File: config.mk
export PLATFORM = sky130hd
export DESIGN_NAME = serv_decode_queue
export DESIGN_NICKNAME = d
export VERILOG_FILES = /design/src/rtl/serv_decode_pkg.sv /design/src/rtl/serv_predecode.sv /design/src/rtl/serv_decode_queue.sv
export SDC_FILE = /design/constraint.sdc
export NUM_CORES = 1
export LEC_CHECK = 0
export CAP_MARGIN = 20
export CORE_MARGIN = 10
export CORE_UTILIZATION = 49
export DETAILED_ROUTE_END_ITERATION = 6
export GPL_TIMING_DRIVEN = 1
export PLACE_DENSITY = 0.8
export SLEW_MARGIN = 20
export SYNTH_ARGS = -nofsm -noshare
export SYNTH_HDL_FRONTEND = slang
export SYNTH_SLANG_ARGS = --single-unit
File: constraint.sdc
create_clock -name clk -period 4.7 [get_ports clk]
set_input_delay 0.705 -clock clk [delete_from_list [all_inputs] [get_ports clk]]
set_output_delay 0.705 -clock clk [all_outputs]
set_load 0.01 [all_outputs]
File: src/rtl/serv_decode_pkg.sv
// Shared constants for the serv predecode queue: opcode field values and
// control-word bit positions.
package serv_decode_pkg;

  localparam int CW = 12;

  // Major opcode values, instruction bits [6:2]
  localparam logic [4:0] OP_LOAD   = 5'b00000;
  localparam logic [4:0] OP_MISC   = 5'b00011;
  localparam logic [4:0] OP_OPIMM  = 5'b00100;
  localparam logic [4:0] OP_AUIPC  = 5'b00101;
  localparam logic [4:0] OP_STORE  = 5'b01000;
  localparam logic [4:0] OP_OP     = 5'b01100;
  localparam logic [4:0] OP_LUI    = 5'b01101;
  localparam logic [4:0] OP_BRANCH = 5'b11000;
  localparam logic [4:0] OP_JALR   = 5'b11001;
  localparam logic [4:0] OP_JAL    = 5'b11011;
  localparam logic [4:0] OP_SYSTEM = 5'b11100;

  // Control-word bit indices; bits above C_ILLEGAL are spare and stored as 0
  localparam int C_RD      = 0;
  localparam int C_TWO     = 1;
  localparam int C_SHIFT   = 2;
  localparam int C_BRANCH  = 3;
  localparam int C_DBUS    = 4;
  localparam int C_MDU     = 5;
  localparam int C_CSR     = 6;
  localparam int C_E       = 7;
  localparam int C_MRET    = 8;
  localparam int C_ILLEGAL = 9;

  function automatic logic legal_opcode(input logic [4:0] op);
    logic legal;
    case (op)
      OP_LOAD, OP_MISC, OP_OPIMM, OP_AUIPC, OP_STORE, OP_OP,
      OP_LUI, OP_BRANCH, OP_JALR, OP_JAL, OP_SYSTEM: legal = 1'b1;
      default:                                       legal = 1'b0;
    endcase
    return legal;
  endfunction

endpackage

File: src/rtl/serv_predecode.sv
// Combinational predecode of one instruction word into the compact control
// word stored alongside it in the queue.
module serv_predecode
  import serv_decode_pkg::*;
#(
  parameter bit MDU = 1'b0
) (
  input  logic [31:2]   i_insn,
  output logic [CW-1:0] o_ctrl
);

  logic [4:0] op;
  logic [2:0] f3;
  logic       mdu_op;

  assign op     = i_insn[6:2];
  assign f3     = i_insn[14:12];
  assign mdu_op = MDU && (op == OP_OP) && i_insn[25];

  // NOTE: every bit gets a default first so no path leaves o_ctrl unassigned (no latch).
  always_comb begin
    o_ctrl            = '0;
    o_ctrl[C_RD]      = op[2] | (op[4] & op[0]) | (!op[3] & !op[0]);
    o_ctrl[C_TWO]     = !op[2] | (f3[0] & !f3[1] & !op[0] & !op[4])
                      | (f3[1] & !f3[2] & !op[0] & !op[4]) | mdu_op;
    o_ctrl[C_SHIFT]   = op[2] & !f3[1] & !mdu_op;
    o_ctrl[C_BRANCH]  = op[4];
    o_ctrl[C_DBUS]    = !op[2] & !op[4];
    o_ctrl[C_MDU]     = mdu_op;
    o_ctrl[C_CSR]     = op[4] & op[2] & (|f3);
    o_ctrl[C_E]       = op[4] & op[2] & !i_insn[21] & !(i_insn[22] & i_insn[28]) & (f3 == 3'b000);
    o_ctrl[C_MRET]    = op[4] & op[2] & i_insn[21] & (f3 == 3'b000);
    o_ctrl[C_ILLEGAL] = !legal_opcode(op)
                      | ((op == OP_OP) & i_insn[25] & !MDU)
                      | ((op == OP_JALR) & (|f3));
  end

  logic unused_insn;
  assign unused_insn = ^{i_insn[31:29], i_insn[27:26], i_insn[24:23],
                         i_insn[20:15], i_insn[11:7]};

endmodule

File: src/rtl/serv_decode_queue.sv
// Circular queue of predecoded instructions between the ibus and the serv
// core, with single-cycle flush and registered overflow pulse.
module serv_decode_queue
  import serv_decode_pkg::*;
#(
  parameter int DEPTH = 2,
  parameter bit MDU   = 1'b0
) (
  input  logic                       clk,
  input  logic                       i_rst,
  input  logic [29:0]                i_wb_rdt,
  input  logic                       i_wb_en,
  output logic                       o_ready,
  input  logic                       i_flush,
  output logic                       o_valid,
  input  logic                       i_ack,
  output logic [29:0]                o_insn,
  output logic [2:0]                 o_funct3,
  output logic                       o_rd_op,
  output logic                       o_two_stage_op,
  output logic                       o_shift_op,
  output logic                       o_branch_op,
  output logic                       o_dbus_en,
  output logic                       o_mdu_op,
  output logic                       o_csr_op,
  output logic                       o_e_op,
  output logic                       o_mret,
  output logic                       o_illegal,
  output logic [$clog2(DEPTH+1)-1:0] o_count,
  output logic                       o_ovf
);

  localparam int AW = $clog2(DEPTH);
  localparam int NW = $clog2(DEPTH+1);
  localparam int EW = 30 + CW;

  logic [AW-1:0] rd_ptr, wr_ptr;
  logic [NW-1:0] count;
  logic          ovf;
  logic [EW-1:0] mem [DEPTH];
  logic [CW-1:0] wr_ctrl, head_ctrl;
  logic [29:0]   head_insn;
  logic          valid, ready, push, pop;

  serv_predecode #(.MDU(MDU)) u_predecode (
    .i_insn (i_wb_rdt),
    .o_ctrl (wr_ctrl)
  );

  assign valid = (count != '0);
  assign ready = (count != NW'(DEPTH));
  // A flush frees every slot, so the post-flush fetch is taken even when full.
  assign push  = i_wb_en && (ready || i_flush);
  assign pop   = i_ack && valid && !i_flush;

  // NOTE: state uses non-blocking assignments so every register samples pre-edge values.
  always_ff @(posedge clk) begin
    if (i_rst) begin
      rd_ptr <= '0;
      wr_ptr <= '0;
      count  <= '0;
      ovf    <= 1'b0;
    end else begin
      ovf <= i_wb_en && !push;
      if (push) wr_ptr <= wr_ptr + AW'(1);
      if (i_flush) begin
        rd_ptr <= wr_ptr;
        count  <= push ? NW'(1) : '0;
      end else begin
        if (pop) rd_ptr <= rd_ptr + AW'(1);
        if (push && !pop)      count <= count + NW'(1);
        else if (pop && !push) count <= count - NW'(1);
      end
    end
  end

  // NOTE: storage is deliberately left unreset; count/valid gate everything read from it.
  always_ff @(posedge clk) begin
    if (push && !i_rst) mem[wr_ptr] <= {wr_ctrl, i_wb_rdt};
  end

  assign {head_ctrl, head_insn} = mem[rd_ptr];

  assign o_ready        = ready;
  assign o_valid        = valid;
  assign o_count        = count;
  assign o_ovf          = ovf;
  assign o_insn         = head_insn;
  assign o_funct3       = valid ? head_insn[12:10] : 3'b000;
  assign o_rd_op        = valid & head_ctrl[C_RD];
  assign o_two_stage_op = valid & head_ctrl[C_TWO];
  assign o_shift_op     = valid & head_ctrl[C_SHIFT];
  assign o_branch_op    = valid & head_ctrl[C_BRANCH];
  assign o_dbus_en      = valid & head_ctrl[C_DBUS];
  assign o_mdu_op       = valid & head_ctrl[C_MDU];
  assign o_csr_op       = valid & head_ctrl[C_CSR];
  assign o_e_op         = valid & head_ctrl[C_E];
  assign o_mret         = valid & head_ctrl[C_MRET];
  assign o_illegal      = valid & head_ctrl[C_ILLEGAL];

  logic unused_ctrl;
  assign unused_ctrl = ^head_ctrl[CW-1:C_ILLEGAL+1];

endmodule
==> impl_metrics.json, run 1 <==
{
  "grt.total_usage_pct": 13.25,
  "grt_pass1_wl_mm": 10.47,
  "finalPower_mw": 1.510,
  "insertion_delay_ns": 0.33,
  "clkPwrFrac_pct": 32.2,
  "final_max_slew_viol_count": 0,
  "globalRouteOverflowTotal": 0,
  "synth_compound_area_share_pct": 3.933,
  "cts_sinks": 82,
  "yosysTopAreaCellShare_pct": 69.64,
  "cp.required_ns": 3.99,
  "synthFlopType": "edfxtp_1",
  "min_path_cells": 2,
  "ant_nets": 0,
  "cts_root_buffer": "clkbuf_8",
  "holdCritStartpoint": "wr_ptr",
  "grt_pass1_vias": 2041,
  "synthesis.nets": 233,
  "p_sw_mw": 0.3397,
  "r2r_end": "mem[1][12]",
  "synth_warnings": 0,
  "synthDistinctLibCells": 36,
  "arrival_ns": 2.38,
  "design.core.area_um2": 6422,
  "dieArea_um2": 10360,
  "antenna_found_initial": 0,
  "rsz0062_at_grt": "no",
  "critPathCaptureType": "primary output",
  "hp-class": "flop to flop",
  "cts_hold_buf": 0,
  "start_util_pct": 51.02,
  "drt_iter0_markers": 91,
  "power.density_nw_per_um2": 345.7,
  "synth_top_family_by_area": "multiplexers",
  "htreeDepth": 3,
  "async_flop_share_pct": 0,
  "fin_cells": 367,
  "r2r_slack_ns": 3.14,
  "timing.max_cap.violations": 0,
  "syn_inst": 196,
  "syn_avg_cell_area_um2": 16.72,
  "die_x_um": 101.8,
  "fmax_mhz": 324.0,
  "synth_area_leaders": "edfxtp_1, mux2_2, mux2_1",
  "whs_endpoint": "wr_ptr",
  "seq_area_frac_synth_pct": 73.31,
  "cts_resized": 0,
  "synth_simple_gate_area_share_pct": 5.804,
  "drtPass1Iterations": 4,
  "synth-xor-area-share_pct": 0.2673,
  "vias": 1916,
  "use_met3_pct": 5.310,
  "timing.rr.start": "o_count[0]",
  "finalHoldViolCount": 0,
  "io_buffers": 81,
  "fin_crit_sh_pct": 65.67,
  "setup_viol": 0,
  "grt_use_met1_pct": 14.69,
  "met2_usage_pct": 22.61,
  "finClkSkew_ns": 0.005400,
  "muxShareOfSynthArea_pct": 13.36,
  "grt_max_degree": 39,
  "worst_slew_pin_slew_ns": 1.002,
  "synth-seq-cells": 82,
  "maxSlewHeadroom_pct": 33.22,
  "syn_area_um2": 3277,
  "cts_buffer_depth": 2,
  "dpl.hpwl_mm": 4.667,
  "boundaryPins": 83,
  "syn_to_final_growth_pct": 33.30,
  "yosysMostFrequentCell": "edfxtp_1",
  "drive_above_1_share_pct": 16.21,
  "synth_adder_area_share_pct": 0.7637,
  "cts_buffers": 9,
  "routabilityCongestion": 0.7538,
  "fin_setup_tns_ns": 0,
  "drcViolationCount": 0,
  "status": "complete, no violations",
  "synth_common_cells": "edfxtp_1, mux2_2, nor2_1",
  "clk_pin_slew_ns": 0.08,
  "ff2ff_path_depth": 3,
  "wl_per_cell_um": 18.00,
  "post_cts_buffers": 0,
  "top_usage_layer": "met2",
  "nets": 322,
  "vias_per_cell": 5.221,
  "combPwrFrac_pct": 12.1,
  "peakVddDrop_mv": 0.2438,
  "die_y_um": 101.8,
  "cts_tree": "done",
  "dp.cells": 351,
  "internal-power_mw": 1.170,
  "fp-row-count": 29,
  "seq_power_share_pct": 55.8,
  "synth_edf_count": 76,
  "p_sw_share_pct": 22.50,
  "cellLeakagePower_nw": 1.496,
  "drt_wl_total_mm": 6.605,
  "period_minus_slack_ns": 3.086,
  "yosys.area.top_type": "edfxtp_1",
  "num_antenna_cells": 0,
  "path_class": "flop to primary output",
  "start_kind": "flop",
  "path_max_fanout": 38
}
==> critical path: stages (launching register included) <==
cell and delay [ns]:
dfxtp_2 0.98, mux2_2 0.42, and2_1 0.14, clkdlybuf4s50_1 0.49
==> placed cells by master (no fill, tap or decap), drive strengths merged, types with 5 or more instances in the layout <==
cell type and count:
clkdlybuf4s50 81, dfxtp 6, mux2 30, nor2 13, mux2i 10, inv 9, clkbuf 11, a21oi 5
o21ai 5, edfxtp 76
==> sequential cells by signal (all words and copies together) (netlist names), named ones only <==
signal   flops
mem         76
o_count      2
o_ovf        1
rd_ptr       1
wr_ptr       1
==> cells by family (layout without fill, tap and decap cells) <==
group,Yosys count,in the layout
flops,82,82
mux,40,40
simple gates,36,36
compound gates,20,20
buf+inv,14,108
fa+ha+maj,2,2
other cells,1,1
xor+xnor,1,1
==> worst max path at each step <==
stage,slack (ns),endpoint,depth (start not counted)
2_1_floorplan,0.75,mem[0][0],2
3_3_place_gp,1.95,o_funct3[2],3
3_5_place_dp,1.92,o_funct3[0],3
4_1_cts,1.53,o_funct3[0],3
5_1_grt,1.45,o_funct3[0],3
6_report,1.61,o_funct3[0],3
==> metal layers <==
metal,part of all wire (%),routed length (um),up-vias
met4,0.61,40,0
met3,6.5,428,2
met2,53,3476,47
met1,40,2660,947
met5,0,0,-
li1,-,-,920
==> metrics by stage <==
stage / hold WS, ns / util [%] / instance area, um^2 / setup WS (ns)
after detailed placement: 0.5205 / 64.95 / 4172 / 1.922
after global routing: 0.5991 / 68.01 / 4368 / 1.447
after CTS: 0.5264 / 68.01 / 4368 / 1.526
final: 0.5226 / 68.01 / 4368 / 1.614
after global placement: 0.4900 / 64.95 / 4172 / 1.953
after floorplan: 0.4656 / - / 3277 / 0.7465
==> power groups by stage <==
stage / logic [mW] / clock network [mW] / registers, mW
3_3_place_gp: 0.180 / 0 / 0.858
2_1_floorplan: 0.0874 / 0 / 0.848
6_report: 0.182 / 0.486 / 0.842
3_5_place_dp: 0.184 / 0 / 0.860
5_1_grt: 0.197 / 0.535 / 0.846
4_1_cts: 0.186 / 0.501 / 0.843
==> layout make-up <==
cell class                      count  area (um^2)
Sequential cell                    82         2404
Fill cell                         445         2054
Timing Repair Buffer               85        840.8
Multi-Input combinational cell    100        804.5
Clock buffer                       11        162.7
Tap cell                           77        96.34
Clock inverter                      5        33.78
Inverter                            7        26.28
No activity file was read; power rests on OpenSTA's default activity.
==> inputs of run 2 (changes only) <==
==> constraint.sdc (replaced) <==
create_clock -name clk -period 2.9 [get_ports clk]
set_input_delay 0.435 -clock clk [delete_from_list [all_inputs] [get_ports clk]]
set_output_delay 0.435 -clock clk [all_outputs]
set_load 0.01 [all_outputs]
==> run 2 against run 1 <==
Effect of this change: critical path type unchanged; clock skew grew 0.0018 ns; sequential cell count unchanged; global-route usage increased by 0.32 points; combinational power grew 73%; sequential power is 60% higher.
==> impl_metrics.json, run 2 (synthesis gave the netlist of run 1 again) <==
{
  "dpl.hpwl_mm": 4.749,
  "num_antenna_cells": 0,
  "cts_resized": 0,
  "status": "complete, no violations",
  "largest_reg_flops": 76,
  "fin_util_pct": 67.99,
  "nFillCells": 467,
  "io_buffers": 81,
  "dp_slack_ns": 0.7380,
  "antenna_found_initial": 0,
  "timing.max_cap.violations": 0,
  "finClkSkew_ns": 0.007222,
  "post_cts_buffers": 0,
  "critical_path_buf_inv_count": 2,
  "clk_pin_slew_ns": 0.08,
  "cellLeakagePower_nw": 1.492,
  "routabilityCongestion": 0.8307,
  "critPathCaptureType": "primary output",
  "hp-class": "flop to flop",
  "die_x_um": 101.8,
  "fin_crit_sh_pct": 81.96,
  "cp.required_ns": 2.47,
  "grt.total_usage_pct": 13.57,
  "cts_tree": "done",
  "grt_pass1_wl_mm": 10.71,
  "path_max_fanout": 32,
  "design.core.area_um2": 6422,
  "drcViolationCount": 0,
  "holdWs_ns": 0.5339,
  "period_minus_slack_ns": 2.377,
  "insertion_delay_ns": 0.34,
  "multi_input_area_um2": 804.5,
  "globalRouteOverflowTotal": 0,
  "cts_buffer_depth": 2,
  "path_class": "flop to primary output",
  "setup_viol": 0,
  "finalPower_mw": 2.405,
  "rsz0062_at_grt": "no",
  "critPathMaxStageDelay_ns": 0.49,
  "start_util_pct": 51.02,
  "start_kind": "flop",
  "fp-row-count": 29,
  "cts_sinks": 82,
  "setup_ws_ns": 0.5231,
  "arrival_ns": 1.94,
  "syn_to_final_growth_pct": 33.26,
  "cts_buffers": 9,
  "seq_area_um2": 2404,
  "mostFrequentLayoutCell": "clkdlybuf4s50_1",
  "fmax_mhz": 420.7,
  "ant_nets": 0,
  "drive_above_1_share_pct": 15.46,
  "finalHoldViolCount": 0,
  "largest_register": "mem",
  "final_max_slew_viol_count": 0,
  "boundaryPins": 83,
  "peakVddDrop_mv": 0.3992,
  "nets": 323,
  "htreeDepth": 3,
  "power.density_nw_per_um2": 550.6,
  "dieArea_um2": 10360,
  "vias_per_cell": 5.378,
  "drt_wl_total_mm": 6.831,
  "cts_hold_buf": 0,
  "cts_root_buffer": "clkbuf_8",
  "vias": 1979,
  "crit_chain": "buf_12 > mux2_2 > clkdlybuf4s50_1",
  "grt_max_degree": 33,
  "wl_per_cell_um": 18.56,
  "drtPass1Iterations": 4,
  "crit_family": "buffers and inverters",
  "grt_pass1_vias": 2147,
  "die_y_um": 101.8,
  "mostFrequentLayoutCells": "clkdlybuf4s50_1, edfxtp_1, mux2_2",
  "critPathSlowestCell": "clkdlybuf4s50_1",
  "drt_iter0_markers": 70,
  "fin_setup_tns_ns": 0
}
-- run 2: tightest hold or removal path: cells and delay by family (launching register included) --
family / cells / cell delay, ns
AO/OA/AOI/OAI: 2 / 0.14
flip-flops: 1 / 0.34
-- run 2: path summary, 6_finish.rpt --
path         slack (ns)        from         end  cells past startpoint
max                0.52        flop  o_insn[18]                      3
min                0.53      wr_ptr      wr_ptr                      2
max reg2reg        1.35  o_count[0]  mem[1][32]                      3
min reg2reg        0.53      wr_ptr      wr_ptr                      2
-- run 2: power by group --
group	switching [mW]	total (mW)	internal (mW)
clock network	0.377	0.737	0.360
registers	0.0164	1.35	1.34
logic	0.139	0.314	0.175
-- run 2: layer usage --
metal	track usage [%]	up-vias	wire length, um
li1	-	921	-
met1	14.24	978	2633
met2	24.25	73	3679
met3	3.540	7	404
met4	7.481	0	113
met5	0	-	0
-- run 2: final cells by class --
class	count	area share, %
well taps	77	2.206
clock inverters	3	0.3438
clock buffers	13	3.668
inverters	7	0.6017
flip-flops and latches	82	55.04
repair buffers	86	19.71
multi-input cells	100	18.42
-- run 2: per-stage QoR --
step | instances | area (um^2)
global placement | 352 | 4192
global route | 368 | 4367
floorplan | 196 | 3277
detailed placement | 352 | 4192
CTS | 368 | 4367
finish | 368 | 4367
